$ cat config.mk
export PLATFORM = sky130hd
export DESIGN_NAME = read_controller
export DESIGN_NICKNAME = d
export VERILOG_FILES = /design/src/rtl/read_controller.sv
export SDC_FILE = /design/constraint.sdc
export NUM_CORES = 1
export LEC_CHECK = 0
export ABC_AREA = 1
export BUFFER_PORTS_ARGS = -buffer_cell sky130_fd_sc_hd__clkbuf_2
export CAP_MARGIN = 20
export CORE_MARGIN = 2
export CORE_UTILIZATION = 40
export DETAILED_ROUTE_END_ITERATION = 16
export PLACE_DENSITY = 0.63
export SETUP_SLACK_MARGIN = 0.5
export SLEW_MARGIN = 10
export SYNTH_ARGS = -nofsm -noshare
export SYNTH_HDL_FRONTEND = slang
export SYNTH_SLANG_ARGS = --single-unit
export TNS_END_PERCENT = 10
$ cat constraint.sdc
create_clock -name ipClk -period 2.9 [get_ports ipClk]
set_input_delay 0.58 -clock ipClk [delete_from_list [all_inputs] [get_ports ipClk]]
set_output_delay 0.58 -clock ipClk [all_outputs]
set_load 0.01 [all_outputs]
$ cat src/rtl/read_controller.sv
// Read-response serialiser: turns one {address, data} register read into a
// UART_PACKET byte stream. Optional trailing XOR checksum byte under READ_CHECKSUM_EN.
package uart_pkg;
    typedef struct packed {
        logic       Valid;
        logic       SoP;
        logic       EoP;
        logic [7:0] Source;
        logic [7:0] Destination;
        logic [7:0] Length;
        logic [7:0] Data;
    } UART_PACKET;
endpackage

module read_controller
    import uart_pkg::*;
#(
    parameter int unsigned DATA_LENGTH = 4,
    parameter logic [7:0]  SOURCE_ID   = 8'h01
) (
    input  logic        ipClk,
    input  logic        ipReset,
    input  logic        ipRdValid,
    input  logic [7:0]  ipRdAddress,
    input  logic [31:0] ipRdData,
    output logic        opRdReady,
    input  logic        ipTxReady,
    output UART_PACKET  opTxStream
);

    if (DATA_LENGTH < 1 || DATA_LENGTH > 4) begin : g_bad_length
        $error("read_controller: DATA_LENGTH must be in 1..4");
    end

    typedef enum logic [1:0] {
        IDLE     = 2'd0,
        ADDRESS  = 2'd1,
        DATA     = 2'd2
`ifdef READ_CHECKSUM_EN
        ,
        CHECKSUM = 2'd3
`endif
    } state_t;

    state_t      state, state_n;
    logic [1:0]  count, count_n;
    logic [7:0]  addr_q, addr_n;
    logic [31:0] data_q, data_n;
    logic        ready_n;
    UART_PACKET  tx_n;
    logic        transfer;

`ifdef READ_CHECKSUM_EN
    logic [7:0]  checksum;

    always_comb begin
        checksum = addr_q;
        for (int unsigned i = 0; i < DATA_LENGTH; i++) begin
            checksum = checksum ^ data_q[8*i +: 8];
        end
    end
`endif

    assign transfer = opTxStream.Valid && ipTxReady;

    always_comb begin
        state_n = state;
        count_n = count;
        addr_n  = addr_q;
        data_n  = data_q;

        case (state)
            IDLE: begin
                if (ipRdValid && opRdReady) begin
                    addr_n  = ipRdAddress;
                    data_n  = ipRdData;
                    state_n = ADDRESS;
                end
            end
            ADDRESS: begin
                if (transfer) begin
                    state_n = DATA;
                    count_n = 2'(DATA_LENGTH - 1);
                end
            end
            DATA: begin
                if (transfer) begin
                    if (count != 2'd0) begin
                        count_n = count - 2'd1;
                    end else begin
`ifdef READ_CHECKSUM_EN
                        state_n = CHECKSUM;
`else
                        state_n = IDLE;
`endif
                    end
                end
            end
`ifdef READ_CHECKSUM_EN
            CHECKSUM: begin
                if (transfer) begin
                    state_n = IDLE;
                end
            end
`endif
            default: begin
                state_n = IDLE;
                count_n = '0;
            end
        endcase
    end

    // Outputs are registered from the next state so every field is glitch-free
    // and naturally holds while stalled (state_n == state).
    always_comb begin
        ready_n = (state_n == IDLE);
        tx_n    = '0;
        case (state_n)
            ADDRESS: begin
                tx_n.Valid  = 1'b1;
                tx_n.SoP    = 1'b1;
                tx_n.Source = SOURCE_ID;
                tx_n.Data   = addr_n;
            end
            DATA: begin
                tx_n.Valid  = 1'b1;
                tx_n.Source = SOURCE_ID;
                tx_n.Data   = data_n[8*count_n +: 8];
`ifdef READ_CHECKSUM_EN
                tx_n.EoP    = 1'b0;
`else
                tx_n.EoP    = (count_n == 2'd0);
`endif
            end
`ifdef READ_CHECKSUM_EN
            CHECKSUM: begin
                tx_n.Valid  = 1'b1;
                tx_n.EoP    = 1'b1;
                tx_n.Source = SOURCE_ID;
                tx_n.Data   = checksum;
            end
`endif
            default: begin
                tx_n = '0;
            end
        endcase
    end

    always_ff @(posedge ipClk or posedge ipReset) begin
        if (ipReset) begin
            state      <= IDLE;
            count      <= '0;
            addr_q     <= '0;
            data_q     <= '0;
            opRdReady  <= 1'b0;
            opTxStream <= '0;
        end else begin
            state      <= state_n;
            count      <= count_n;
            addr_q     <= addr_n;
            data_q     <= data_n;
            opRdReady  <= ready_n;
            opTxStream <= tx_n;
        end
    end

endmodule
### Word level (Yosys, flattened, before mapping)

Index checks and enable logic that the tools add are counted.
Widths: inputs -> output; s select.

* bits in registers: 64
* latch bits: 0
* memory bits (writable): 0
* memory bits (read-only): 0
* input bits: 44
* memories: 0

* add/sub/neg operators: 1
* multipliers: 0
* divide/modulo/power cells: 0
* $lt $le $gt $ge: 0
* eq/ne operators: 4
* shifts and indexed selects: 1
* mux-type cells: 18
* bitwise gates (word level): 0
* reductions and logical operators: 7

Operators by type and width (number)
* $mux 32: 2
* $shiftx 32x6->8: 1
* $mux 8: 2
* $pmux 8 s2: 1
* $mux 2: 7
* $pmux 2 s3: 2
* $logic_not 2->1: 3
* $eq 2x1->1 const B: 2
* $eq 2x2->1 const B: 2
* $mux 1: 4
* $logic_and 1x1->1: 2
* $reduce_bool 2->1: 1
* $reduce_or 2->1: 1
* $sub 2x1->2 const B: 1

### Longest topological paths before layout

Gate-level depths: netlist of run 1.

* depth after elaboration: 7
* gate-level depth with buffers: 11

### Worst setup path after synthesis of run 1

Ideal clock, no wire load.

* path kind: input to register
* from: input port ipRdValid
* to: register opTxStream[0] in the netlist's numbering
* library setup time: 0.127 ns
* arrival time: 1.714 ns
* slack: 1.059 ns
* stages on the path: 9
* buffers on the path: 1
* cells stage by stage: nand2_1 -> inv_1 -> nand2_2 -> buf_2 -> o21ai_0 -> inv_1 -> ha_1 -> inv_1 -> a21oi_1

RTL lines
* start, declared: line 23 `input logic ipRdValid,`
* end signal, assigned: line 163 `opTxStream <= tx_n;`
* end, declared: line 28 `output UART_PACKET opTxStream`

==> out/summary.txt, run 1 <==
DR vias - 2,130
Yosys warning count - 0
hpwl dp - 4306 um
initial core utilization - 40.89%
Initial DRC Count - 113
metal2 WL - 2847 um
Syn Std Cell Area - 2748 um2
met3 routed WL - 231 um
CP arrival - 2.08 ns
Cells after Synth - 317
Distinct cells, synth - 24
DR vias/cell - 4.765
row cnt - 30
post-layout min period - 1.904 ns
largest net degree at the start of global routing - 57
Post-CTS Setup Bufs - 0
antenna viol nets, final - 0
CTS tree - done
clock skew after layout - 0.008938 ns
fraction of layout cells with a size suffix above 1 - 23.16%
Int Pwr - 1.816 mW
Clk pwr share - 13.9%
global-route wire length before repair - 9832 um
CTS clk-pin slew, worst paths - 0.09 ns
Psw - 1.382 mW
Worst Path Required - 3.08 ns
Routed WL - 5916 um
Reg power frac - 38.3%
Post-DP Area - 2959 um2
Final Wtd Congestion - 0.8121
Switching Share - 43.21%
die width - 86.88 um
Layout area overhead - 11.20%
PwrDens - 1047 nW/um2
GRT Util Overall - 16.63%
number of H-tree levels - 2
final count of hold timing violations - 0
final-stage net count - 414
DRC Markers - 0
RSZ-0062 raised after global routing - no
Max Clk Rate - 0.5252 GHz
vias in the first global route - 2,041
Clock Tree Buf Depth - 2
status - finished, final reports clean
synthesized area per cell - 8.668 um2
leakage power - 1.660 nW
top layer in use - met4
clk_lat worst skew - 0.30 ns
Worst Tran Pin Value - 0.6733 ns
setup TNS - 0 ns
CTS resizes - 0
crit path max fanout - 8
initial antenna violation count - 0
# Max-Cap Violations - 0
CTS sink count - 56
Port Buffer Count - 56
post-synthesis register bit count - 56
DRT met1 WL - 2715 um
die area - 7548 um2
post-synthesis sequential area ratio - 51.00%
peak supply drop - 0.3848 mV
Setup WS post-layout - 0.9960 ns
Hold Buf Count CTS - 0
Root Buffer - clkbuf_8
CP endpoint kind - flip-flop
Num CTS Buffers - 5
worst min path class - in -> async
Tcrit/Tclk final - 65.66%
GRT overflow - 0
combinational power share - 47.8%
Slew Limit Fails - 0
fill count - 662
Setup WS pre-CTS - 0.7613 ns
n_diodes - 0
Crit Path Class - reg -> reg
Core Region - 6719 um2
die height - 86.88 um
WL/cell - 13.23 um
CP Launch Type - flip-flop
fin area - 3055 um2
endpoints failing setup - 0
drt first pass iters - 6
num ports - 80
Rel. slew slack - 55.12%
[layout make-up]
| class | instances | area (um2) | area share (%) |
|---|---|---|---|
| Clock buffer | 7 | 96.34 | 3.153 |
| Inverter | 14 | 52.55 | 1.720 |
| Multi-Input combinational cell | 229 | 1087 | 35.59 |
| Sequential cell | 56 | 1401 | 45.86 |
| Tap cell | 80 | 100.1 | 3.276 |
| Timing Repair Buffer | 61 | 317.8 | 10.40 |
[critical path, cell delays in order (launching register included)]
cell,delay [ns]
dfrtp_1,0.46
inv_2,0.06
nor2_1,0.14
inv_1,0.08
o21ai_0,0.29
inv_1,0.11
ha_1,0.32
inv_1,0.23
a21oi_1,0.08
[routing by layer]
layer	GRT usage [%]	vias up
met3	3.223	8
met2	26.09	50
li1	-	1078
met1	23.20	994
met5	0	-
met4	5.540	0
[layout by cell type (no fill, tap or decap), drive strengths merged]
| cell | netlist | layout |
|---|---|---|
| mux2 | 8 | 8 |
| a211oi | 1 | 1 |
| a21oi | 8 | 8 |
| dfrtp | 56 | 56 |
| nor2 | 5 | 5 |
| clkbuf | 2 | 63 |
| inv | 14 | 14 |
| o21ai | 3 | 3 |
| nand3 | 74 | 74 |
| buf | 38 | 5 |
| o21a | 1 | 1 |
| ha | 3 | 3 |
| nand2 | 103 | 103 |
| conb | 1 | 23 |
[path summary, 6_finish.rpt]
path                                      start  cells after the start  slack, ns                      end
setup / recovery             state[0]$_DFF_PP0_                      8        1.0  opTxStream[4]$_DFF_PP0_
hold / removal                          ipReset                      3       0.44      addr_q[4]$_DFF_PP0_
setup reg to reg             state[0]$_DFF_PP0_                      8        1.0  opTxStream[4]$_DFF_PP0_
hold reg to reg            data_q[30]$_DFF_PP0_                      2       0.48     data_q[30]$_DFF_PP0_
max in group asynchronous               ipReset                      3       2.02      data_q[4]$_DFF_PP0_
min in group ipClk         data_q[30]$_DFF_PP0_                      2       0.48     data_q[30]$_DFF_PP0_
[through the flow]
step | hold WS (ns) | std cells | power, mW | utilization, %
after floorplan | 0.4377 | 339 | 2.467 | -
after global placement | 0.4556 | 440 | 2.740 | 44.04
after detailed placement | 0.4608 | 440 | 2.773 | 44.04
after CTS | 0.4671 | 447 | 3.219 | 45.47
after global routing | 0.5006 | 447 | 3.491 | 45.47
final | 0.4357 | 447 | 3.198 | 45.47
[synth_stat cells, drive strengths merged]
master	number	area [um2]
a211oi	1	7.510
a21oi	8	40.04
buf	38	281.5
clkbuf	2	7.510
conb	1	3.750
dfrtp	56	1401
ha	3	37.54
inv	14	52.55
mux2	8	90.09
nand2	103	404.1
nand3	74	370.4
nor2	5	28.78
o21a	1	7.510
o21ai	3	15.01
[logic make-up after synthesis]
kind of cell	Yosys count	share of synthesized area [%]
AO/OA/AOI/OAI	13	2.550
flip-flops	56	51.00
buffers and inverters	54	12.43
AND/OR/NAND/NOR	182	29.23
other	1	0.1365
multiplexers	8	3.279
adder cells (fa/ha/maj)	3	1.366
[power groups by stage]
stage	Sequential (mW)	Combinational [mW]	Clock, mW
after detailed placement	1.24	1.53	0
final	1.22	1.53	0.444
after CTS	1.23	1.54	0.453
after global routing	1.26	1.74	0.485
after floorplan	1.24	1.23	0
after global placement	1.24	1.50	0
[registers in the layout, summed over array words and instances, names as in the netlist]
register / count
addr_q: 8
count: 2
data_q: 32
opRdReady: 1
opTxStream: 11
state: 2
(Power assumes the default switching activity.)
==> run 2, diff against run 1 <==
==> constraint.sdc (replaced) <==
create_clock -name ipClk -period 1.9 [get_ports ipClk]
set_input_delay 0.38 -clock ipClk [delete_from_list [all_inputs] [get_ports ipClk]]
set_output_delay 0.38 -clock ipClk [all_outputs]
set_load 0.01 [all_outputs]
==> run 2 against run 1 <==
Count of clock-buffer cells in the layout stayed put. Final area up 12%. Via count increased by 6.0%. Maximum frequency increased by 13%. Sequential cell count unchanged. Combinational power rose by 120%. Sequential power rose by 55%. Hold slack lost 0.41 ns. Clock power is 42% higher. Global-route usage rose by 1.6 points. Clock skew shrank 0.00065 ns. Setup slack got worse by 0.78 ns. Largest cell class unchanged. Largest power group unchanged.
==> out/summary.txt, run 2 (same netlist as run 1, synthesis figures left out) <==
commonest cells after routing, fill and taps aside - 89 x nand2_1, 74 x nand3_1, 56 x clkbuf_2, 54 x dfrtp_1, 23 x conb_1
met3 routed WL - 289 um (+25%)
endpoints failing setup - 0 (unchanged)
hpwl dp - 4634 um (+7.6%)
top layer in use - met4
Int Pwr - 3.305 mW (+82%)
combinational power share - 57.4% (+9.6 points)
Clk pwr share - 10.7% (-3.2 points)
crit path launch - state[0]$_DFF_PP0_
final core utilization - 50.93% (+5.5 points)
PwrDens - 1731 nW/um2 (+65%)
peak supply drop - 0.6468 mV (+68%)
metal2 WL - 3279 um (+15%)
Clock Tree Buf Depth - 2 (unchanged)
number of H-tree levels - 2 (unchanged)
CP Launch Type - flip-flop
hold slack - 0.02140 ns (-0.4143 ns)
fill count - 617 (-6.8%)
Tcrit/Tclk final - 88.39% (+23 points)
Worst Path Buf+Inv - 3 (-1)
slowest stage cell, crit path - dfrtp_2
Max Clk Rate - 0.5954 GHz (+13%)
drt first pass iters - 4 (-2)
CP delay by family, top - flip-flops
status - finished, final reports clean
antenna viol nets, final - 0 (unchanged)
Worst Path Required - 2.10 ns (-0.98 ns)
global-route wire length before repair - 10,600 um (+7.8%)
CP endpoint kind - flip-flop
DRT met1 WL - 3105 um (+14%)
clk_lat worst skew - 0.30 ns (about the same)
CTS tree - done
DR vias - 2,257 (+6.0%)
post-layout min period - 1.679 ns (-0.2246 ns)
Routed WL - 6786 um (+15%)
final cell count without fillers - 465 (+4.0%)
FF-to-FF End - opTxStream[3]$_DFF_PP0_
Biggest register - data_q
# Max-Cap Violations - 0 (unchanged)
max reg flops - 32 (unchanged)
final count of hold timing violations - 0 (unchanged)
worst r2r src - state[0]$_DFF_PP0_
row cnt - 30 (unchanged)
Reg power frac - 31.9% (-6.4 points)
GRT Util Overall - 18.25% (+1.6 points)
Largest regs - data_q (32), opTxStream (11), addr_q (8)
WL/cell - 14.59 um (+10%)
initial core utilization - 40.89% (unchanged)
worst min path class - in -> async
CTS clk-pin slew, worst paths - 0.09 ns (about the same)
placed cell count - 446 (+1.4%)
Layout area overhead - 24.54%
Post-DP Area - 3045 um2 (+2.9%)
die height - 86.88 um (unchanged)
Num CTS Buffers - 5 (unchanged)
fraction of layout cells with a size suffix above 1 - 32.99% (+9.8 points)
n_diodes - 0 (unchanged)
crit path max fanout - 4 (-4)
Slowest Stage Delay on Critical Path - 0.46 ns (about the same)
Port Buffer Count - 56 (unchanged)
most common cell after layout, fill and taps aside - nand2_1
Core Region - 6719 um2 (unchanged)
num ports - 80 (unchanged)
Slew Limit Fails - 0 (unchanged)
Psw - 2.617 mW (+89%)
GRT overflow - 0 (unchanged)
worst-case reg-to-reg path depth - 9 (+1)
Crit Path Class - reg -> reg
CTS sink count - 56 (unchanged)
initial antenna violation count - 0 (unchanged)
fin area - 3422 um2 (+12%)
final-stage net count - 431 (+4.1%)
die area - 7548 um2 (unchanged)
Final Wtd Congestion - 0.8078 (-0.53%)
vias in the first global route - 2,166 (+6.1%)
leakage power - 1.801 nW (+8.5%)
RSZ-0062 raised after global routing - yes
clock skew after layout - 0.008291 ns (-0.0006472 ns)
Initial DRC Count - 169 (+50%)
largest net degree at the start of global routing - 33 (-42%)
Reg area - 1404 um2 (+0.18%)
r2r setup slk - 0.22 ns (-0.78 ns)
Switching Share - 44.19% (+0.98 points)
CP arrival - 1.88 ns (-0.20 ns)
DRC Markers - 0 (unchanged)
die width - 86.88 um (unchanged)
Root Buffer - clkbuf_8
Hold Buf Count CTS - 0 (unchanged)
worst path cell trace - buf_6, nor2_4, o21a_1, a211oi_4, buf_4, ha_4, buf_12, nand2_4, a21oi_2
DR vias/cell - 4.854 (+1.9%)
multi-input logic area - 1232 um2 (+13%)
[run 2: changes by cell type in the layout (fill, tap and decap cells not counted), moves of 4 or more]
| cell | before | now |
|---|---|---|
| a21oi_1 | 8 | 1 |
| a21oi_2 | 0 | 7 |
| buf_12 | 0 | 4 |
| nand2_4 | 1 | 6 |
| buf_4 | 5 | 11 |
| buf_6 | 0 | 5 |
| nand2_1 | 98 | 89 |
[run 2: layer usage]
layer	global-route usage [%]	up-vias
li1	-	1113
met1	25.34	1070
met2	29.01	66
met3	3.033	8
met4	6.392	0
met5	0	-
[run 2: cell type report]
type	instances	share of cell area, %
well taps	80	2.925
inverters	14	1.718
flip-flops and latches	56	41.02
clock inverters	1	0.2559
repair buffers	78	15.83
multi-input cells	229	36.01
clock buffers	7	2.230
[run 2: how the worst max path moves through the flow]
stage | end | slack, ns | cells after the start
after detailed placement | opTxStream[4]$_DFF_PP0_ | -0.002 | 7
after floorplan | opTxStream[0]$_DFF_PP0_ | 0.20 | 8
after CTS | opTxStream[4]$_DFF_PP0_ | 0.30 | 8
after global placement | opTxStream[3]$_DFF_PP0_ | 0.13 | 7
after global routing | opTxStream[3]$_DFF_PP0_ | 0.16 | 10
final | opTxStream[3]$_DFF_PP0_ | 0.22 | 9
[run 2: power by group through the flow]
| stage | combinational [mW] | sequential, mW | clock [mW] |
|---|---|---|---|
| global placement | 2.51 | 1.89 | 0 |
| detailed placement | 2.55 | 1.90 | 0 |
| CTS | 2.96 | 1.89 | 0.647 |
| floorplan | 1.88 | 1.89 | 0 |
| finish | 3.40 | 1.89 | 0.632 |
| global route | 3.74 | 1.94 | 0.697 |
[run 2: metrics by stage]
| stage | setup WS (ns) | total power [mW] | TNS (ns) |
|---|---|---|---|
| 6_report | 0.2206 | 5.923 | 0 |
| 5_1_grt | 0.1554 | 6.374 | 0 |
| 4_1_cts | 0.2994 | 5.491 | 0 |
| 3_5_place_dp | -0.002385 | 4.447 | -0.002385 |
| 3_3_place_gp | 0.1302 | 4.403 | 0 |
| 2_1_floorplan | 0.2022 | 3.766 | 0 |
[run 2: worst register-to-register path: cells and delay by family (launching register included)]
kind | cells | cell delay (ns)
AO/OA/AOI/OAI | 3 | 0.30
adder cells (fa/ha/maj) | 1 | 0.17
buffers and inverters | 3 | 0.44
flip-flops | 1 | 0.46
AND/OR/NAND/NOR | 2 | 0.22
[run 2: timing repair]
item	CTS	global route
endpoints found under the setup margin	11	13
cloned	1	0
pin swaps	4	13
gates resized for setup	20	30
buffers inserted	5	5
==> run 3, diff against run 2 <==
--- a/config.mk
+++ b/config.mk
@@ -12,7 +12,7 @@
 export CORE_UTILIZATION = 40
 export DETAILED_ROUTE_END_ITERATION = 16
 export PLACE_DENSITY = 0.63
-export SETUP_SLACK_MARGIN = 0.5
+export SETUP_SLACK_MARGIN = 0.2
 export SLEW_MARGIN = 10
 export SYNTH_ARGS = -nofsm -noshare
 export SYNTH_HDL_FRONTEND = slang
==> constraint.sdc (replaced) <==
create_clock -name ipClk -period 2.14 [get_ports ipClk]
set_input_delay 0.428 -clock ipClk [delete_from_list [all_inputs] [get_ports ipClk]]
set_output_delay 0.428 -clock ipClk [all_outputs]
set_load 0.01 [all_outputs]
==> run 3 against run 2 <==
Global-route usage fell by 1.1 points. Sequential cell count did not move. Maximum frequency fell by 3.7%. Sequential share of layout area rose by 3.9 points. Utilization fell by 4.5 points. Clock skew fell by 0.00079 ns. Via count fell by 5.2%. Highest routed layer unchanged.
==> out/summary.txt, run 3 (same netlist as run 1, synthesis figures left out) <==
DR vias/cell - 4.735 (-2.5%)
DR vias - 2,140 (-5.2%)
CP endpoint kind - flip-flop
CP Launch Type - flip-flop
CP arrival - 1.94 ns (+0.06 ns)
DRC Markers - 0 (unchanged)
row cnt - 30 (unchanged)
initial antenna violation count - 0 (unchanged)
hpwl dp - 4526 um (-2.3%)
Post-CTS Setup Bufs - 0 (-5)
slowest stage cell, crit path - dfrtp_1
number of H-tree levels - 2 (unchanged)
Layout area overhead - 13.57%
final count of hold timing violations - 0 (unchanged)
worst path cell trace - nor2_4, nand2_2, o21ai_0, inv_1, ha_1, inv_2, a21oi_1
die area - 7548 um2 (unchanged)
GRT Util Overall - 17.12% (-1.1 points)
Worst Path Required - 2.33 ns (+0.23 ns)
initial core utilization - 40.89% (unchanged)
Crit Path Class - reg -> reg
status - finished, final reports clean
leakage power - 1.689 nW (-6.2%)
worst min path class - in -> async
Largest regs - data_q (32), opTxStream (11), addr_q (8)
GRT overflow - 0 (unchanged)
Biggest register - data_q
final cell count without fillers - 452 (-2.8%)
Slowest Stage Delay on Critical Path - 0.46 ns (about the same)
endpoints failing setup - 0 (unchanged)
Port Buffer Count - 56 (unchanged)
clock skew after layout - 0.007505 ns (-0.0007863 ns)
fraction of layout cells with a size suffix above 1 - 25.27% (-7.7 points)
PwrDens - 1442 nW/um2 (-17%)
post-layout min period - 1.743 ns (+0.06366 ns)
hold slack - 0.08543 ns (+0.06403 ns)
commonest cells after routing, fill and taps aside - 98 x nand2_1, 74 x nand3_1, 56 x dfrtp_1, 56 x clkbuf_2, 23 x conb_1
Final Wtd Congestion - 0.8009 (-0.85%)
CTS tree - done
Core Region - 6719 um2 (unchanged)
die height - 86.88 um (unchanged)
global-route wire length before repair - 9901 um (-6.6%)
CTS clk-pin slew, worst paths - 0.09 ns (about the same)
largest net degree at the start of global routing - 34 (+3.0%)
most common cell after layout, fill and taps aside - nand2_1
Setup WS post-layout - 0.3969 ns (+0.1763 ns)
vias in the first global route - 2,064 (-4.7%)
clk_lat worst skew - 0.31 ns (about the same)
CTS sink count - 56 (unchanged)
Clock Tree Buf Depth - 2 (unchanged)
Slew Limit Fails - 0 (unchanged)
setup TNS - 0 ns (unchanged)
Tcrit/Tclk final - 81.45% (-6.9 points)
Worst Path Buf+Inv - 2 (-1)
num ports - 80 (unchanged)
n_diodes - 0 (unchanged)
die width - 86.88 um (unchanged)
final core utilization - 46.44% (-4.5 points)
drt first pass iters - 5 (+1)
max reg flops - 32 (unchanged)
CP delay by family, top - flip-flops
Routed WL - 6184 um (-8.9%)
Num CTS Buffers - 5 (unchanged)
final-stage net count - 418 (-3.0%)
antenna viol nets, final - 0 (unchanged)
crit path max fanout - 10 (+6)
Root Buffer - clkbuf_8
Hold Buf Count CTS - 0 (unchanged)
WL/cell - 13.68 um (-6.3%)
peak supply drop - 0.6213 mV (-3.9%)
Initial DRC Count - 110 (-35%)
Max Clk Rate - 0.5737 GHz (-3.7%)
RSZ-0062 raised after global routing - no
placed cell count - 444 (-0.45%)
# Max-Cap Violations - 0 (unchanged)
Setup WS pre-CTS - 0.2081 ns (+0.2105 ns)
[run 3: cell count changes in the layout (fill, tap and decap cells not counted), moves of 3 or more]
cell and delta:
nand2_2 -3, nand2_4 -5, a21oi_1 +7, buf_6 -4, ha_4 -3, nand2_1 +9, buf_4 -5, a21oi_2 -7
[run 3: per-stage QoR]
step,area (um2),total power [mW]
final,3120,4.500
after global routing,3120,4.879
after CTS,3107,4.495
after detailed placement,3014,3.890
after global placement,3014,3.856
after floorplan,2830,3.343
[run 3: final cells by class]
| class | instances | area (um2) |
|---|---|---|
| clock buffer | 6 | 82.58 |
| clock inverter | 2 | 10.01 |
| fill | 655 | 3598 |
| inverter | 14 | 52.55 |
| multi-input combinational | 229 | 1097 |
| sequential | 56 | 1401 |
| tap | 80 | 100.1 |
| timing repair buffer | 65 | 376.6 |
[run 3: worst paths after layout]
path                                           start                      end  slack [ns]  depth (start not counted)
worst max-delay path              state[0]$_DFF_PP0_  opTxStream[4]$_DFF_PP0_        0.40                          7
worst min-delay path                         ipReset      addr_q[4]$_DFF_PP0_        0.09                          2
worst max register to register    state[0]$_DFF_PP0_  opTxStream[4]$_DFF_PP0_        0.40                          7
worst min register to register  data_q[28]$_DFF_PP0_     data_q[28]$_DFF_PP0_        0.48                          2
max in group asynchronous                    ipReset     data_q[14]$_DFF_PP0_        1.50                          3
min in group ipClk                    ipRdAddress[2]      addr_q[2]$_DFF_PP0_        0.37                          2
[run 3: what timing repair did]
item | in CTS | in global routing
endpoints found under the hold margin | 0 | 0
resized for setup | 0 | 5
setup endpoints to repair | 0 | 7
[run 3: worst reg2reg max path: cells and delay by family, from the launching register on]
kind / cells / cell delay, ns
fa+ha+maj: 1 / 0.33
buf+inv: 2 / 0.25
flops: 1 / 0.46
simple gates: 2 / 0.35
compound gates: 2 / 0.26
[run 3: report_power, final]
group / leakage [nW] / switching [mW] / internal (mW)
Clock: 0.0510 / 0.327 / 0.259
Sequential: 0.705 / 0.165 / 1.51
Combinational: 0.933 / 1.49 / 0.755
Total: 1.69 / 1.98 / 2.52
[run 3: layer usage]
layer | part of all wire, % | GRT usage (%) | routed length, um | up-vias
met5 | 0 | 0 | 0 | -
met4 | 2.8 | 6.960 | 174 | 0
met3 | 5.7 | 3.128 | 350 | 11
met2 | 47 | 27.83 | 2924 | 67
met1 | 44 | 22.61 | 2735 | 976
li1 | - | - | - | 1086
